[src/rtl/instr_issue_unit.sv]
// instr_issue_unit: program store plus PC sequencer that issues 16-bit
// instructions over a valid/ready handshake. A run starts at address 0 and
// stops after issuing a HALT-opcode word or the last store entry.
// Optional build macro IIU_SINGLE_STEP_EN adds a step input and a PAUSE state
// so that each non-terminating handshake waits for a step pulse.
module instr_issue_unit #(
    parameter int unsigned DEPTH       = 16,
    parameter int unsigned ADDR_W      = 4,
    parameter logic [3:0]  HALT_OPCODE = 4'hF
) (
    input  logic              clk,
    input  logic              rst,
    input  logic              load_en,
    input  logic [ADDR_W-1:0] load_addr,
    input  logic [15:0]       load_data,
    input  logic              start,
    input  logic              instr_ready,
`ifdef IIU_SINGLE_STEP_EN
    input  logic              step,
`endif
    output logic [15:0]       instruction,
    output logic              instr_valid,
    output logic [ADDR_W-1:0] pc,
    output logic              busy,
    output logic              done
);

`ifdef IIU_SINGLE_STEP_EN
    typedef enum logic [2:0] {IDLE, FETCH, ISSUE, DONE, PAUSE} state_t;
`else
    typedef enum logic [1:0] {IDLE, FETCH, ISSUE, DONE} state_t;
`endif

    localparam logic [ADDR_W-1:0] LAST_ADDR = ADDR_W'(DEPTH - 1);

    state_t            state, state_next;
    logic [15:0]       store [DEPTH];
    logic [ADDR_W-1:0] pc_next;
    logic [ADDR_W-1:0] pc_inc;
    logic [15:0]       instr_next;
    logic              valid_next;
    logic              done_next;
    logic              handshake;
    logic              last_word;

    assign pc_inc    = pc + 1'b1;
    assign handshake = instr_valid && instr_ready;
    assign last_word = (instruction[15:12] == HALT_OPCODE) || (pc == LAST_ADDR);

    // Program store: writable only while no run is in progress; not reset.
    always_ff @(posedge clk) begin
        if (load_en && (state == IDLE || state == DONE)) begin
            store[load_addr] <= load_data;
        end
    end

    // State and issue registers.
    always_ff @(posedge clk) begin
        if (rst) begin
            state       <= IDLE;
            pc          <= '0;
            instruction <= '0;
            instr_valid <= 1'b0;
            done        <= 1'b0;
        end else begin
            state       <= state_next;
            pc          <= pc_next;
            instruction <= instr_next;
            instr_valid <= valid_next;
            done        <= done_next;
        end
    end

    // Next-state and next-register values for the run sequencer.
    always_comb begin
        state_next = state;
        pc_next    = pc;
        instr_next = instruction;
        valid_next = instr_valid;
        done_next  = done;
        case (state)
            IDLE, DONE: begin
                if (start) begin
                    pc_next    = '0;
                    done_next  = 1'b0;
                    state_next = FETCH;
                end
            end
            FETCH: begin
                instr_next = store[pc];
                valid_next = 1'b1;
                state_next = ISSUE;
            end
            ISSUE: begin
                if (handshake) begin
                    if (last_word) begin
                        valid_next = 1'b0;
                        done_next  = 1'b1;
                        state_next = DONE;
                    end else begin
                        pc_next = pc_inc;
`ifdef IIU_SINGLE_STEP_EN
                        valid_next = 1'b0;
                        state_next = PAUSE;
`else
                        // Read ahead at pc+1 so the next word is ready the
                        // cycle after the handshake, giving back-to-back issue.
                        instr_next = store[pc_inc];
`endif
                    end
                end
            end
`ifdef IIU_SINGLE_STEP_EN
            PAUSE: begin
                if (step) begin
                    state_next = FETCH;
                end
            end
`endif
            default: begin
                state_next = IDLE;
            end
        endcase
    end

    // Run-in-progress flag decoded from state.
    always_comb begin
        busy = (state == FETCH) || (state == ISSUE);
`ifdef IIU_SINGLE_STEP_EN
        if (state == PAUSE) begin
            busy = 1'b1;
        end
`endif
    end

endmodule

[config.mk]
export PLATFORM = sky130hd
export DESIGN_NAME = instr_issue_unit
export DESIGN_NICKNAME = d
export VERILOG_FILES = /design/src/rtl/instr_issue_unit.sv
export SDC_FILE = /design/constraint.sdc
export NUM_CORES = 1
export LEC_CHECK = 0
export BUFFER_PORTS_ARGS = -buffer_cell sky130_fd_sc_hd__buf_2
export CELL_PAD_IN_SITES_DETAIL_PLACEMENT = 1
export CELL_PAD_IN_SITES_GLOBAL_PLACEMENT = 1
export CORE_MARGIN = 2
export CORE_UTILIZATION = 50
export DETAILED_ROUTE_END_ITERATION = 16
export GPL_TIMING_DRIVEN = 1
export PLACE_DENSITY = 0.8
export SYNTH_ARGS = -nofsm -noshare
export SYNTH_HDL_FRONTEND = slang
export SYNTH_SLANG_ARGS = --single-unit
[constraint.sdc]
create_clock -name clk -period 3.5 [get_ports clk]
set_clock_uncertainty 0.1 [all_clocks]
set_input_delay 0.175 -clock clk [delete_from_list [all_inputs] [get_ports clk]]
set_output_delay 0.175 -clock clk [all_outputs]
set_load 0.01 [all_outputs]
# [Yosys cells after proc, flatten, opt, wreduce, memory -nomap -nowiden]
# Memory sizes are Yosys's and may differ from the RTL's. A register that Yosys moved wholly into a read port is not among the register bits.
# Cells that the tools add are included.
[op_classes] eq_ne=9 muxes=22 add_sub_neg=1 n_reduce_logical=14
[op_table] operator="16-bit 2-to-1 mux" n=2
[op_table] operator="16-bit case mux with 2 select lines" n=1
[op_table] operator="4-bit 2-to-1 mux" n=5
[op_table] operator="3-bit AND reduction" n=3
[op_table] operator="4-bit equality test (second input constant)" n=2
[op_table] operator="2-bit != test (second input constant)" n=4
[op_table] operator="4-bit case mux with 2 select lines" n=1
[op_table] operator="4-bit AND reduction" n=2
[op_table] operator="1-bit 2-to-1 mux" n=7
[op_table] operator="2-bit 2-to-1 mux" n=3
[op_table] operator="2-bit case mux with 3 select lines" n=1
[op_table] operator="4-bit by 1-bit adder with 4-bit output (second input constant)" n=1
[op_table] operator="2-bit equality test (second input constant)" n=2
[op_table] operator="1-bit case mux with 2 select lines" n=2
[op_table] operator="2-bit nonzero test" n=2
[op_table] operator="1-bit logical OR" n=3
[op_table] operator="2-bit by 1-bit equality test with 1-bit output (second input constant)" n=1
[op_table] operator="1-bit logical AND" n=2
[op_table] operator="2-bit zero test" n=1
[op_table] operator="2-bit OR reduction" n=1
[word_totals] out_inout_bits=23 in_bits=25 mem_count=1 ram_bits=256 ff_bits=24 wordCells=52
[memory_table] name="store" words=16 word_bits=16 rd=2 rd_ports_with_merged_regs=1 wr=1 line="37" text="logic [15:0] store [DEPTH];"

# [Logic depth before layout (Yosys ltp)]
# Gate-level depths: netlist (run 1).
[depth] word_depth=7 mapped_depth=8 depth_no_buf=7

# [Least setup slack after synthesis (run 1)]
# Ideal clock, no wire load.
[synth_path] path_kind="register -> register" start="reg state[0]" end="mem store[0][0] (enable)" required_ns=2.991 arrival_time_ns=2.423 period_less_slack_ns=2.933 slack_ns=0.567 setup_time_ns=0.409 n_path_buf=1 path_stages_with_launch=7 path_cell_list="dfxtp_1 -> inv_1 -> ha_1 -> clkbuf_1 -> nand2_1 -> or3_1 -> nor3_1"
[synth_between] elab_chain_cells=5 elab_cells_between_ends=6 cone_classes="eq/ne: 1; mux: 2; reduce/logical: 3"
[synth_rtl] element="start: declaration" line="36" text="state_t state, state_next;"
[synth_rtl] element="start signal: assignment" line="66" text="state <= state_next;"
[synth_rtl] element="2-bit equality test or 2-bit zero test (tied branches)" line="52" text="if (load_en && (state == IDLE || state == DONE)) begin"
[synth_rtl] element="1-bit logical OR *" line="52"
[synth_rtl] element="1-bit logical AND *" line="52"
[synth_rtl] element="1-bit 2-to-1 mux *" line="52"
[synth_rtl] element="1-bit 2-to-1 mux (implied by the code) *" line="53" text="store[load_addr] <= load_data;"
[synth_rtl] element="end: declaration" line="37"
# Every way passes the cells marked *; elsewhere a longest branch is shown, timed or not.

# [Worst setup path after layout (run 1)]
[layout_path] start="reg pc[0]" end="reg instruction[3]"
[layout_between] elab_chain_cells=5 elab_cells_between_ends=9 cone_classes="add/sub: 1; eq/ne: 2; mux: 3; reduce/logical: 2; memory: 1"
[layout_rtl] element="start: declaration" line="23" text="output logic [ADDR_W-1:0] pc,"
[layout_rtl] element="start signal: assignment" line="67" text="pc <= pc_next;"
[layout_rtl] element="4-bit by 1-bit adder with 4-bit output" line="46" text="assign pc_inc = pc + 1'b1;"
[layout_rtl] element="memory 16 x 16 bit"
[layout_rtl] element="16-bit 2-to-1 mux" line="96" text="if (last_word) begin"
[layout_rtl] element="16-bit 2-to-1 mux" line="95" text="if (handshake) begin"
[layout_rtl] element="16-bit case mux with 2 select lines" line="81" text="case (state)"
[layout_rtl] element="end signal: assignment" line="68" text="instruction <= instr_next;"
[layout_rtl] element="end: declaration" line="21" text="output logic [15:0] instruction,"
# Parallel ways exist; a longest one is shown, timed or not. The select of a mux whose other input is x is not followed.
# A chain may end at the register's enable or synchronous reset.

==> results.sh, run 1 <==
export IMPL_yosysMostFrequentCell="edfxtp_1"
export IMPL_drv_cap=0
export IMPL_grt_pass1_vias=8445
export IMPL_gp_congestion=0.813
export IMPL_clk_latency_ns=0.56
export IMPL_drc=0
export IMPL_area_growth_syn_to_layout_pct=14.5
export IMPL_cts_max_path_buffers=3
export IMPL_rows=59
export IMPL_critPathSlowestCell="buf_4"
export IMPL_final_cell_area_um2=15100
export IMPL_die_w_um=166
export IMPL_worstSetupEndpointType="flop"
export IMPL_track_usage_pct=27.4
export IMPL_power_switching_mw=2.62
export IMPL_grt_overflow_total=0
export IMPL_period_minus_slack_ns=2.73
export IMPL_ys_seq_elements=284
export IMPL_cts_tree="yes"
export IMPL_drive_gt1_share_pct=37.5
export IMPL_seqPwrFrac_pct=43.8
export IMPL_min_path_type="in2reg"
export IMPL_pwr_share_clk_pct=33.7
export IMPL_p_int_mw=6.54
export IMPL_synth_top_area_cell="edfxtp_1"
export IMPL_worst_slack_ns=0.773
export IMPL_coreArea_um2=26000
export IMPL_cts_setup_buffers=0
export IMPL_cts_root_buf="clkbuf_16"
export IMPL_sw_frac_of_total_pct=28.6
export IMPL_die_area_um2=27700
export IMPL_synth_area_um2=13200
export IMPL_critPathLaunch="pc[0]$_SDFFE_PP0P_"
export IMPL_vdd_ir_drop_max_mv=0.485
export IMPL_synth_common_cells="edfxtp_1 (256), mux4_2 (120), nor2_1 (51)"
export IMPL_status="complete, no violations"
export IMPL_syn_num_nets=740
export IMPL_antenna_found_initial=0
export IMPL_first_pass_iters=5
export IMPL_setup_viol=0
export IMPL_dp_hpwl_mm=21.9
export IMPL_tightest_slew_ns=1.00
export IMPL_power_density_nw_per_um2=607
export IMPL_drv_slew=0
export IMPL_avgSynthCellArea_um2=18.5
export IMPL_r2r_start="pc[0]$_SDFFE_PP0P_"
export IMPL_cts_buffers=30
export IMPL_yosysWarnings=0
export IMPL_viasPerCell=6.88
export IMPL_vias=7917
export IMPL_whs_ns=0.104
export IMPL_initial_utilization_pct=50.7
export IMPL_placed_area_um2=14000
export IMPL_grt_max_degree=69
export IMPL_p_leak_nw=4.80
export IMPL_path_class="reg2reg"
export IMPL_hold_viol=0
export IMPL_htreeDepth=1
export IMPL_synth_top_cell_area_share_pct=58.4
export IMPL_pre_cts_ws_ns=0.709
export IMPL_fin_setup_tns_ns=0
export IMPL_startpoint_type="flop"
export IMPL_worstPathArrival_ns=3.06
export IMPL_slowest_delay_ns=0.47
export IMPL_portBuffers=47
export IMPL_cp_required_ns=3.84
export IMPL_crit_chain="buf_12 > nand3_1 > xor2_4 > buf_4 > mux2i_1 > o22a_1 > a311oi_1"
export IMPL_timing_fmax_ghz=0.367
export IMPL_cts_reportedPaths_clkPinSlew_ns=0.07
export IMPL_detail_route_wl_per_cell_um=32.5
export IMPL_ios=48
export IMPL_grt_setup_unrepaired="false"
export IMPL_finalWirelength_mm=37.4
export IMPL_yosys_cell_types_count=48
export IMPL_timing_final_crit_share_pct=77.9
export IMPL_postRouteAntennaNets=0
export IMPL_p_comb_share_pct=22.5
export IMPL_synth_flop_cell="edfxtp_1"
export IMPL_fin_util_pct=58.1
export IMPL_critPathMaxFanout=68
export IMPL_min_from="instr_ready"
export IMPL_drt_iter0_markers=836
export IMPL_relSlewSlack_pct=33.2
export IMPL_ys_top_cells_by_area="edfxtp_1 (58%), mux4_2 (21%), dfxtp_1 (4.3%)"
export IMPL_ys_async_sr_fraction_pct=0
export IMPL_grt_pass1_wl_mm=55.9
export IMPL_clock_sinks=284
export IMPL_synth_seq_area_share_pct=62.6
export IMPL_fin_nets=820
export IMPL_synth_edf_count=256
export IMPL_synthCells=712
export IMPL_diodes=0
export IMPL_fill_cells=2285
export IMPL_die_h_um=166
-- kinds of logic after synthesis --
kind of cell / Yosys count / synth area share [%]
buffers and inverters: 56 / 2.29
and+or+nand+nor: 123 / 5.49
AOI/OAI and AO/OA: 62 / 3.51
muxes: 182 / 25.5
xor gates and xnor gates: 2 / 0.333
DFF: 284 / 62.6
adders and majority gates: 3 / 0.285
-- area by class of cell --
type                       instances  area [um^2]  area share (%)
clock buffer                      39          816            5.41
clock inverter                    17          140           0.929
inverter                           6         22.5           0.149
multi-input combinational        372         4690            31.1
sequential                       284         8260            54.7
tap                              335          419            2.78
timing repair buffer              98          736            4.88
-- stage by stage --
stage	cells	power [mW]
detailed placement	1078	6.09
finish	1151	9.16
global placement	1078	5.98
CTS	1151	9.18
global route	1151	9.46
floorplan	712	5.41
-- what timing repair did --
item	in CTS	in global routing
endpoints found under the hold margin	259	0
resized for setup	0	0
hold buffers	17	0
-- per-layer routing --
layer | global-route usage, % | wire (um) | part of all wire [%]
met1 | 37.7 | 14300 | 38
met2 | 44.4 | 18400 | 49
met4 | 10.7 | 1450 | 3.9
met5 | 0 | 0 | 0
met3 | 4.53 | 3200 | 8.6
-- flip-flops by register name (all words and copies together) (netlist names), named ones only --
register / flops
done: 1
pc: 4
instruction: 16
store: 256
state: 2
instr_valid: 1
-- worst paths after layout --
path	end	slack, ns	cells past startpoint
setup reg to reg	instruction[3]$_SDFFE_PP0P_	0.77	7
hold reg to reg	state[1]$_SDFFE_PP0P_	0.39	2
setup / recovery	instruction[3]$_SDFFE_PP0P_	0.77	7
hold / removal	state[1]$_SDFFE_PP0P_	0.10	5
-- power groups by stage --
stage	Sequential, mW	Combinational [mW]	Clock, mW
after detailed placement	4.07	2.02	0
after global routing	4.02	2.20	3.24
final	4.01	2.06	3.09
after floorplan	4.04	1.37	0
after global placement	4.05	1.93	0
after CTS	4.00	2.06	3.12
-- critical path: cells and delay by family (launching register included) --
family / cells / cell delay, ns
buffers and inverters: 2 / 0.92
AO/OA/AOI/OAI: 2 / 0.55
AND/OR/NAND/NOR: 1 / 0.28
flip-flops: 1 / 0.36
XOR/XNOR: 1 / 0.19
multiplexers: 1 / 0.19
-- cells in the final DEF, fill, tap and decap left out, drive strengths merged, types with 2 or more instances in the layout --
cell         instances
nor2b               14
buf                 81
nand3               10
a21oi                6
bufinv               2
nand4                2
nor4                 7
nor3                 6
nor2                51
a311oi               7
nor4b                9
mux2i               36
inv                  7
o22a                 8
clkinv              12
xor2                 2
a211oi              13
mux4               120
ha                   3
or3                  3
edfxtp             256
clkbuf              39
nand2               11
nand2b               6
dfxtp               28
o22ai               10
clkinvlp             2
o21ai                3
mux2                26
dlygate4sd3         17
a221oi               6
Power figures use the tool's default switching activity.
==> run 2, diff against run 1 <==
--- a/config.mk
+++ b/config.mk
@@ -5,14 +5,15 @@
 export SDC_FILE = /design/constraint.sdc
 export NUM_CORES = 1
 export LEC_CHECK = 0
+export ABC_AREA = 1
 export BUFFER_PORTS_ARGS = -buffer_cell sky130_fd_sc_hd__buf_2
 export CELL_PAD_IN_SITES_DETAIL_PLACEMENT = 1
 export CELL_PAD_IN_SITES_GLOBAL_PLACEMENT = 1
 export CORE_MARGIN = 2
-export CORE_UTILIZATION = 50
+export CORE_UTILIZATION = 48
 export DETAILED_ROUTE_END_ITERATION = 16
 export GPL_TIMING_DRIVEN = 1
-export PLACE_DENSITY = 0.8
+export PLACE_DENSITY = 0.85
 export SYNTH_ARGS = -nofsm -noshare
 export SYNTH_HDL_FRONTEND = slang
 export SYNTH_SLANG_ARGS = --single-unit
==> constraint.sdc (replaced) <==
create_clock -name clk -period 2.71 [get_ports clk]
set_clock_uncertainty 0.1 [all_clocks]
set_input_delay 0.1355 -clock clk [delete_from_list [all_inputs] [get_ports clk]]
set_output_delay 0.1355 -clock clk [all_outputs]
set_load 0.01 [all_outputs]
==> results.sh, run 2 <==
export IMPL_synthMuxAreaShare_pct=0
export IMPL_vias=13402
export IMPL_drc=0
export IMPL_critPathLaunch="state[0]$_SDFFE_PP0P_"
export IMPL_setup_viol=0
export IMPL_r2r_end="store[5][15]$_DFFE_PP_"
export IMPL_gp_congestion=0.838
export IMPL_cpMostUsedCell="inv_1"
export IMPL_postRouteAntennaNets=0
export IMPL_r2r_start="state[0]$_SDFFE_PP0P_"
export IMPL_ys_async_sr_fraction_pct=0
export IMPL_critPathSlowestCell="nor2_2"
export IMPL_layout_common_cells="nand2_1 (516), nand3_1 (454), edfxtp_1 (256)"
export IMPL_ys_top_cells_by_area="edfxtp_1 (52%), nand3_1 (16%), nand2_1 (13%)"
export IMPL_fin_nets=1819
export IMPL_syn_num_nets=1770
export IMPL_layoutNonFillerInstCount=2208
export IMPL_rows=63
export IMPL_clk_latency_ns=0.58
export IMPL_largest_reg_flops=256
export IMPL_worst_slack_ns=0.189
export IMPL_grt_pass1_vias=14223
export IMPL_finalWirelength_mm=53.2
export IMPL_timing_fmax_ghz=0.397
export IMPL_cp_required_ns=2.88
export IMPL_crit_chain="inv_1 > ha_1 > nand2_1 > inv_1 > nand3b_1 > nor2_2 > buf_12"
export IMPL_reg2reg_depth=7
export IMPL_initial_utilization_pct=49.0
export IMPL_vdd_ir_drop_max_mv=0.508
export IMPL_drv_cap=0
export IMPL_yosys_cell_types_count=28
export IMPL_antenna_found_initial=2
export IMPL_first_pass_iters=5
export IMPL_rrSetupSlack_ns=0.19
export IMPL_avgSynthCellArea_um2=8.41
export IMPL_grt_setup_unrepaired="false"
export IMPL_synth_area_um2=14600
export IMPL_path_class="reg2reg"
export IMPL_grt_pass1_wl_mm=81.3
export IMPL_grt_overflow_total=0
export IMPL_coreArea_um2=29900
export IMPL_synthAdderAreaFrac_pct=0.256
export IMPL_synth_compound_area_share_pct=3.28
export IMPL_fill_cells=3511
export IMPL_cts_buffers=31
export IMPL_power_density_nw_per_um2=792
export IMPL_pre_cts_ws_ns=0.232
export IMPL_drive_gt1_share_pct=10.3
export IMPL_yosysMostFrequentCell="nand2_1"
export IMPL_slowest_delay_ns=0.47
export IMPL_synth_flop_cell="edfxtp_1"
export IMPL_area_growth_syn_to_layout_pct=13.8
export IMPL_detail_route_wl_per_cell_um=24.1
export IMPL_die_h_um=179
export IMPL_cts_root_buf="clkbuf_16"
export IMPL_hold_viol=0
export IMPL_synthCells=1742
export IMPL_synth_top_cell_area_share_pct=52.5
export IMPL_dp_hpwl_mm=31.8
export IMPL_min_path_type="in2reg"
export IMPL_yosysWarnings=0
export IMPL_fin_util_pct=55.8
export IMPL_synth_top_family_by_area="simple AND/OR/NAND/NOR gates"
export IMPL_synth_seq_area_share_pct=56.3
export IMPL_largest_register="store"
export IMPL_synth_simple_area_share_pct=29.6
export IMPL_clock_sinks=284
export IMPL_die_area_um2=31900
export IMPL_portBuffers=47
export IMPL_startpoint_type="flop"
export IMPL_viasPerCell=6.07
export IMPL_synth_top_area_cell="edfxtp_1"
export IMPL_cts_tree="yes"
export IMPL_synth_common_cells="nand2_1 (516), nand3_1 (454), edfxtp_1 (256)"
export IMPL_reg_top3="store (256), instruction (16), pc (4)"
export IMPL_place_inst=2131
export IMPL_fin_setup_tns_ns=0
export IMPL_cts_max_path_buffers=3
export IMPL_die_w_um=179
export IMPL_drv_slew=0
export IMPL_synthXorXnorAreaFrac_pct=0.359
export IMPL_ios=48
export IMPL_critPathMaxFanout=11
export IMPL_min_from="instr_ready"
export IMPL_cts_reportedPaths_clkPinSlew_ns=0.06
export IMPL_status="complete, no violations"
export IMPL_whs_endpoint="done$_SDFFE_PP0P_"
export IMPL_synth_edf_count=256
export IMPL_worstSetupEndpointType="flop"
export IMPL_track_usage_pct=34.0
export IMPL_worstPathArrival_ns=2.69
export IMPL_grt_max_degree=143
export IMPL_p_leak_nw=7.12
export IMPL_timing_final_crit_share_pct=93.0
export IMPL_htreeDepth=1
export IMPL_final_common_cell="nand2_1"
export IMPL_tightest_slew_ns=1.09
export IMPL_relSlewSlack_pct=27.2
export IMPL_min_path_cells=5
export IMPL_drt_iter0_markers=1458
export IMPL_ys_seq_elements=284
export IMPL_period_minus_slack_ns=2.52
==> run 2: critical path: cells and delay by family, from the launching register on <==
family / cells / cell delay (ns)
buffers and inverters: 3 / 0.48
AND/OR/NAND/NOR: 3 / 0.94
flip-flops: 1 / 0.35
adder cells (fa/ha/maj): 1 / 0.35
==> run 2: timing repair <==
| item | 4_1_cts | 5_1_grt |
|---|---|---|
| hold buffers | 17 | 0 |
| setup buffers | 0 | 0 |
| hold endpoints to repair | 259 | 0 |
| gates resized for setup | 0 | 0 |
==> run 2: stage by stage <==
stage	cell area [um^2]	hold slack, ns	total power [mW]
after floorplan	14600	0.134	7.51
after global placement	15500	0.360	8.87
after detailed placement	15500	0.377	9.01
after CTS	16700	0.0265	13.1
after global routing	16700	0.0958	13.7
final	16700	0.0376	13.2
==> run 2: layer usage <==
metal  track usage, %  vias to the layer above  routed length (um)
li1                 -                     5826                   -
met1             42.3                     6614               20000
met2             57.7                      767               25700
met3             5.60                      193                4900
met4             16.3                        2                2570
met5                0                        -                  11
==> run 2: final cells by class <==
type / instances / area [um^2] / share of cell area [%]
inverters: 260 / 980 / 5.88
clock inverters: 12 / 90.1 / 0.540
repair buffers: 124 / 993 / 5.96
flip-flops and latches: 284 / 8260 / 49.5
diodes: 2 / 5.00 / 0.0300
well taps: 390 / 488 / 2.93
multi-input cells: 1090 / 4970 / 29.8
clock buffers: 46 / 882 / 5.29
==> run 2: how the worst max path moves through the flow <==
| stage | to | slack, ns | depth (start not counted) |
|---|---|---|---|
| 6_report | store[5][15]$_DFFE_PP_ | 0.19 | 7 |
| 3_5_place_dp | instruction[0]$_SDFFE_PP0P_ | 0.23 | 8 |
| 5_1_grt | instruction[0]$_SDFFE_PP0P_ | 0.1 | 8 |
| 4_1_cts | instruction[7]$_SDFFE_PP0P_ | 0.18 | 8 |
| 2_1_floorplan | store[4][0]$_DFFE_PP_ | 0.53 | 6 |
| 3_3_place_gp | store[5][8]$_DFFE_PP_ | 0.34 | 7 |
==> run 2: cells by family (layout without fill, tap and decap cells) <==
group | after synthesis | count (layout)
fa+ha+maj | 3 | 3
flops | 284 | 284
compound gates | 84 | 84
simple gates | 1000 | 1000
other cells | 0 | 2
xor+xnor | 3 | 3
buf+inv | 368 | 442
==> run 2: where the power goes <==
part / total, mW / internal [mW] / switching [mW]
Sequential: 5.27 / 5.04 / 0.232
Clock: 4.10 / 2.34 / 1.77
Combinational: 3.82 / 1.10 / 2.73
==> run 3, diff against run 2 <==
--- a/config.mk
+++ b/config.mk
@@ -9,8 +9,8 @@
 export BUFFER_PORTS_ARGS = -buffer_cell sky130_fd_sc_hd__buf_2
 export CELL_PAD_IN_SITES_DETAIL_PLACEMENT = 1
 export CELL_PAD_IN_SITES_GLOBAL_PLACEMENT = 1
-export CORE_MARGIN = 2
 export CORE_UTILIZATION = 48
+export CTS_CLUSTER_SIZE = 40
 export DETAILED_ROUTE_END_ITERATION = 16
 export GPL_TIMING_DRIVEN = 1
 export PLACE_DENSITY = 0.85
==> results.sh, run 3 (synthesis gave the netlist of run 2 again) <==
export IMPL_layout_common_cells="nand2_1 (516), nand3_1 (454), edfxtp_1 (256)"
export IMPL_diodes=0
export IMPL_cts_setup_buffers=0
export IMPL_worstSetupEndpointType="flop"
export IMPL_r2r_start="state[0]$_SDFFE_PP0P_"
export IMPL_drive_gt1_share_pct=10.3
export IMPL_grt_pass1_vias=14281
export IMPL_p_leak_nw=7.12
export IMPL_period_minus_slack_ns=2.38
export IMPL_track_usage_pct=35.1
export IMPL_first_pass_iters=7
export IMPL_die_area_um2=31200
export IMPL_min_from="rst"
export IMPL_grt_most_used_layer="met2"
export IMPL_tightest_slew_ns=0.744
export IMPL_min_path_type="in2reg"
export IMPL_status="complete, no violations"
export IMPL_die_h_um=177
export IMPL_reg_top3="store (256), instruction (16), pc (4)"
export IMPL_largest_reg_flops=256
export IMPL_hold_viol=0
export IMPL_timing_fmax_ghz=0.419
export IMPL_rows=63
export IMPL_power_density_nw_per_um2=798
export IMPL_fin_setup_tns_ns=0
export IMPL_total_power_mw=13.3
export IMPL_vdd_ir_drop_max_mv=0.564
export IMPL_clock_sinks=284
export IMPL_die_w_um=177
export IMPL_setup_viol=0
export IMPL_final_common_cell="nand2_1"
export IMPL_cts_buffers=31
export IMPL_rrSetupSlack_ns=0.33
export IMPL_drv_slew=0
export IMPL_startpoint_type="flop"
export IMPL_grt_overflow_total=0
export IMPL_globalRouteMet2Util_pct=59.4
export IMPL_grtUsageMet3_pct=5.56
export IMPL_gp_congestion=0.876
export IMPL_largest_register="store"
export IMPL_htreeDepth=1
export IMPL_critPathSlowestCell="dfxtp_1"
export IMPL_cp_required_ns=3.01
export IMPL_drc=0
export IMPL_initial_utilization_pct=49.2
export IMPL_grt_max_degree=106
export IMPL_drt_iter0_markers=1684
export IMPL_cts_root_buf="clkbuf_16"
export IMPL_worstPathArrival_ns=2.69
export IMPL_cts_reportedPaths_clkPinSlew_ns=0.06
export IMPL_detail_route_wl_per_cell_um=24.5
export IMPL_drv_cap=0
export IMPL_area_growth_syn_to_layout_pct=13.9
export IMPL_vias=13365
export IMPL_portBuffers=47
export IMPL_grt_pass1_wl_mm=82.0
export IMPL_coreArea_um2=29800
export IMPL_dp_hpwl_mm=32.1
export IMPL_viasPerCell=6.07
export IMPL_cts_tree="yes"
export IMPL_clk_latency_ns=0.57
export IMPL_antenna_found_initial=0
export IMPL_fill_cells=3565
export IMPL_critPathMaxFanout=15
export IMPL_postRouteAntennaNets=0
export IMPL_cts_max_path_buffers=3
export IMPL_slowest_delay_ns=0.37
export IMPL_path_class="reg2reg"
export IMPL_crit_chain="inv_1 > ha_1 > buf_4 > a21oi_1 > inv_2 > nor2_4 > inv_2 > nand2_1 > a21oi_1"
export IMPL_ios=48
export IMPL_grt_setup_unrepaired="false"
export IMPL_fin_nets=1817
export IMPL_timing_final_crit_share_pct=88.0
export IMPL_finalWirelength_mm=54.0
export IMPL_met1_usage_pct=42.3
export IMPL_relSlewSlack_pct=50.4
export IMPL_critPathLaunch="state[0]$_SDFFE_PP0P_"
## run 3: cell types whose count changed in the layout (fill, tap and decap cells not counted), sizes merged
cell and delta:
inv -1, clkinv +1, diode -2, bufinv +1
buf -2, clkbuf -4, clkinvlp +2
## run 3: worst max-delay path, delay by kind of cell, from the launching register on
| family | cells | cell delay, ns |
|---|---|---|
| adder cells (fa/ha/maj) | 1 | 0.24 |
| AND/OR/NAND/NOR | 2 | 0.49 |
| buffers and inverters | 4 | 0.70 |
| flip-flops | 1 | 0.37 |
| AO/OA/AOI/OAI | 2 | 0.32 |
## run 3: final cells by class
class	count	area (um^2)	share of cell area, %
clock inverters	15	131	0.787
clock buffers	42	857	5.14
flip-flops and latches	284	8260	49.5
multi-input cells	1090	4970	29.8
inverters	260	980	5.87
repair buffers	122	1000	6.01
well taps	390	488	2.92
## run 3: through the flow
step / hold WS (ns) / utilization, % / cells / setup WS, ns / cell area [um^2]
final: 0.0488 / 56.0 / 2203 / 0.326 / 16700
after global routing: 0.0519 / 56.0 / 2203 / 0.203 / 16700
after CTS: 0.00834 / 56.0 / 2203 / 0.380 / 16700
after detailed placement: 0.384 / 52.1 / 2129 / 0.449 / 15500
after global placement: 0.356 / 52.1 / 2129 / 0.546 / 15500
after floorplan: 0.134 / - / 1742 / 0.526 / 14600
## run 3: worst paths after layout
path         depth (start not counted)                     endpoint
min reg2reg                          2            done$_SDFFE_PP0P_
max                                  9  instruction[1]$_SDFFE_PP0P_
min                                  2     instr_valid$_SDFFE_PP0P_
max reg2reg                          9  instruction[1]$_SDFFE_PP0P_
## run 3: timing repair
action / CTS / global route
hold endpoints to repair: 259 / 0
resized for setup: 0 / 0
hold buffers: 17 / 0
## run 3: layer usage
layer  wire length [um]  vias to the layer above  part of all wire [%]
met2              26200                      733                    48
met1              20200                     6578                    37
met4               3320                        0                   6.2
met5                  0                        -                     0
met3               4310                      232                   8.0
li1                   -                     5822                     -
## run 3: power by group
| group | leakage [nW] | switching [mW] | total, mW | internal [mW] |
|---|---|---|---|---|
| logic | 4.10 | 2.79 | 3.88 | 1.09 |
| clock network | 0.486 | 1.80 | 4.19 | 2.40 |
| registers | 2.54 | 0.207 | 5.24 | 5.04 |
| total | 7.12 | 4.79 | 13.3 | 8.52 |
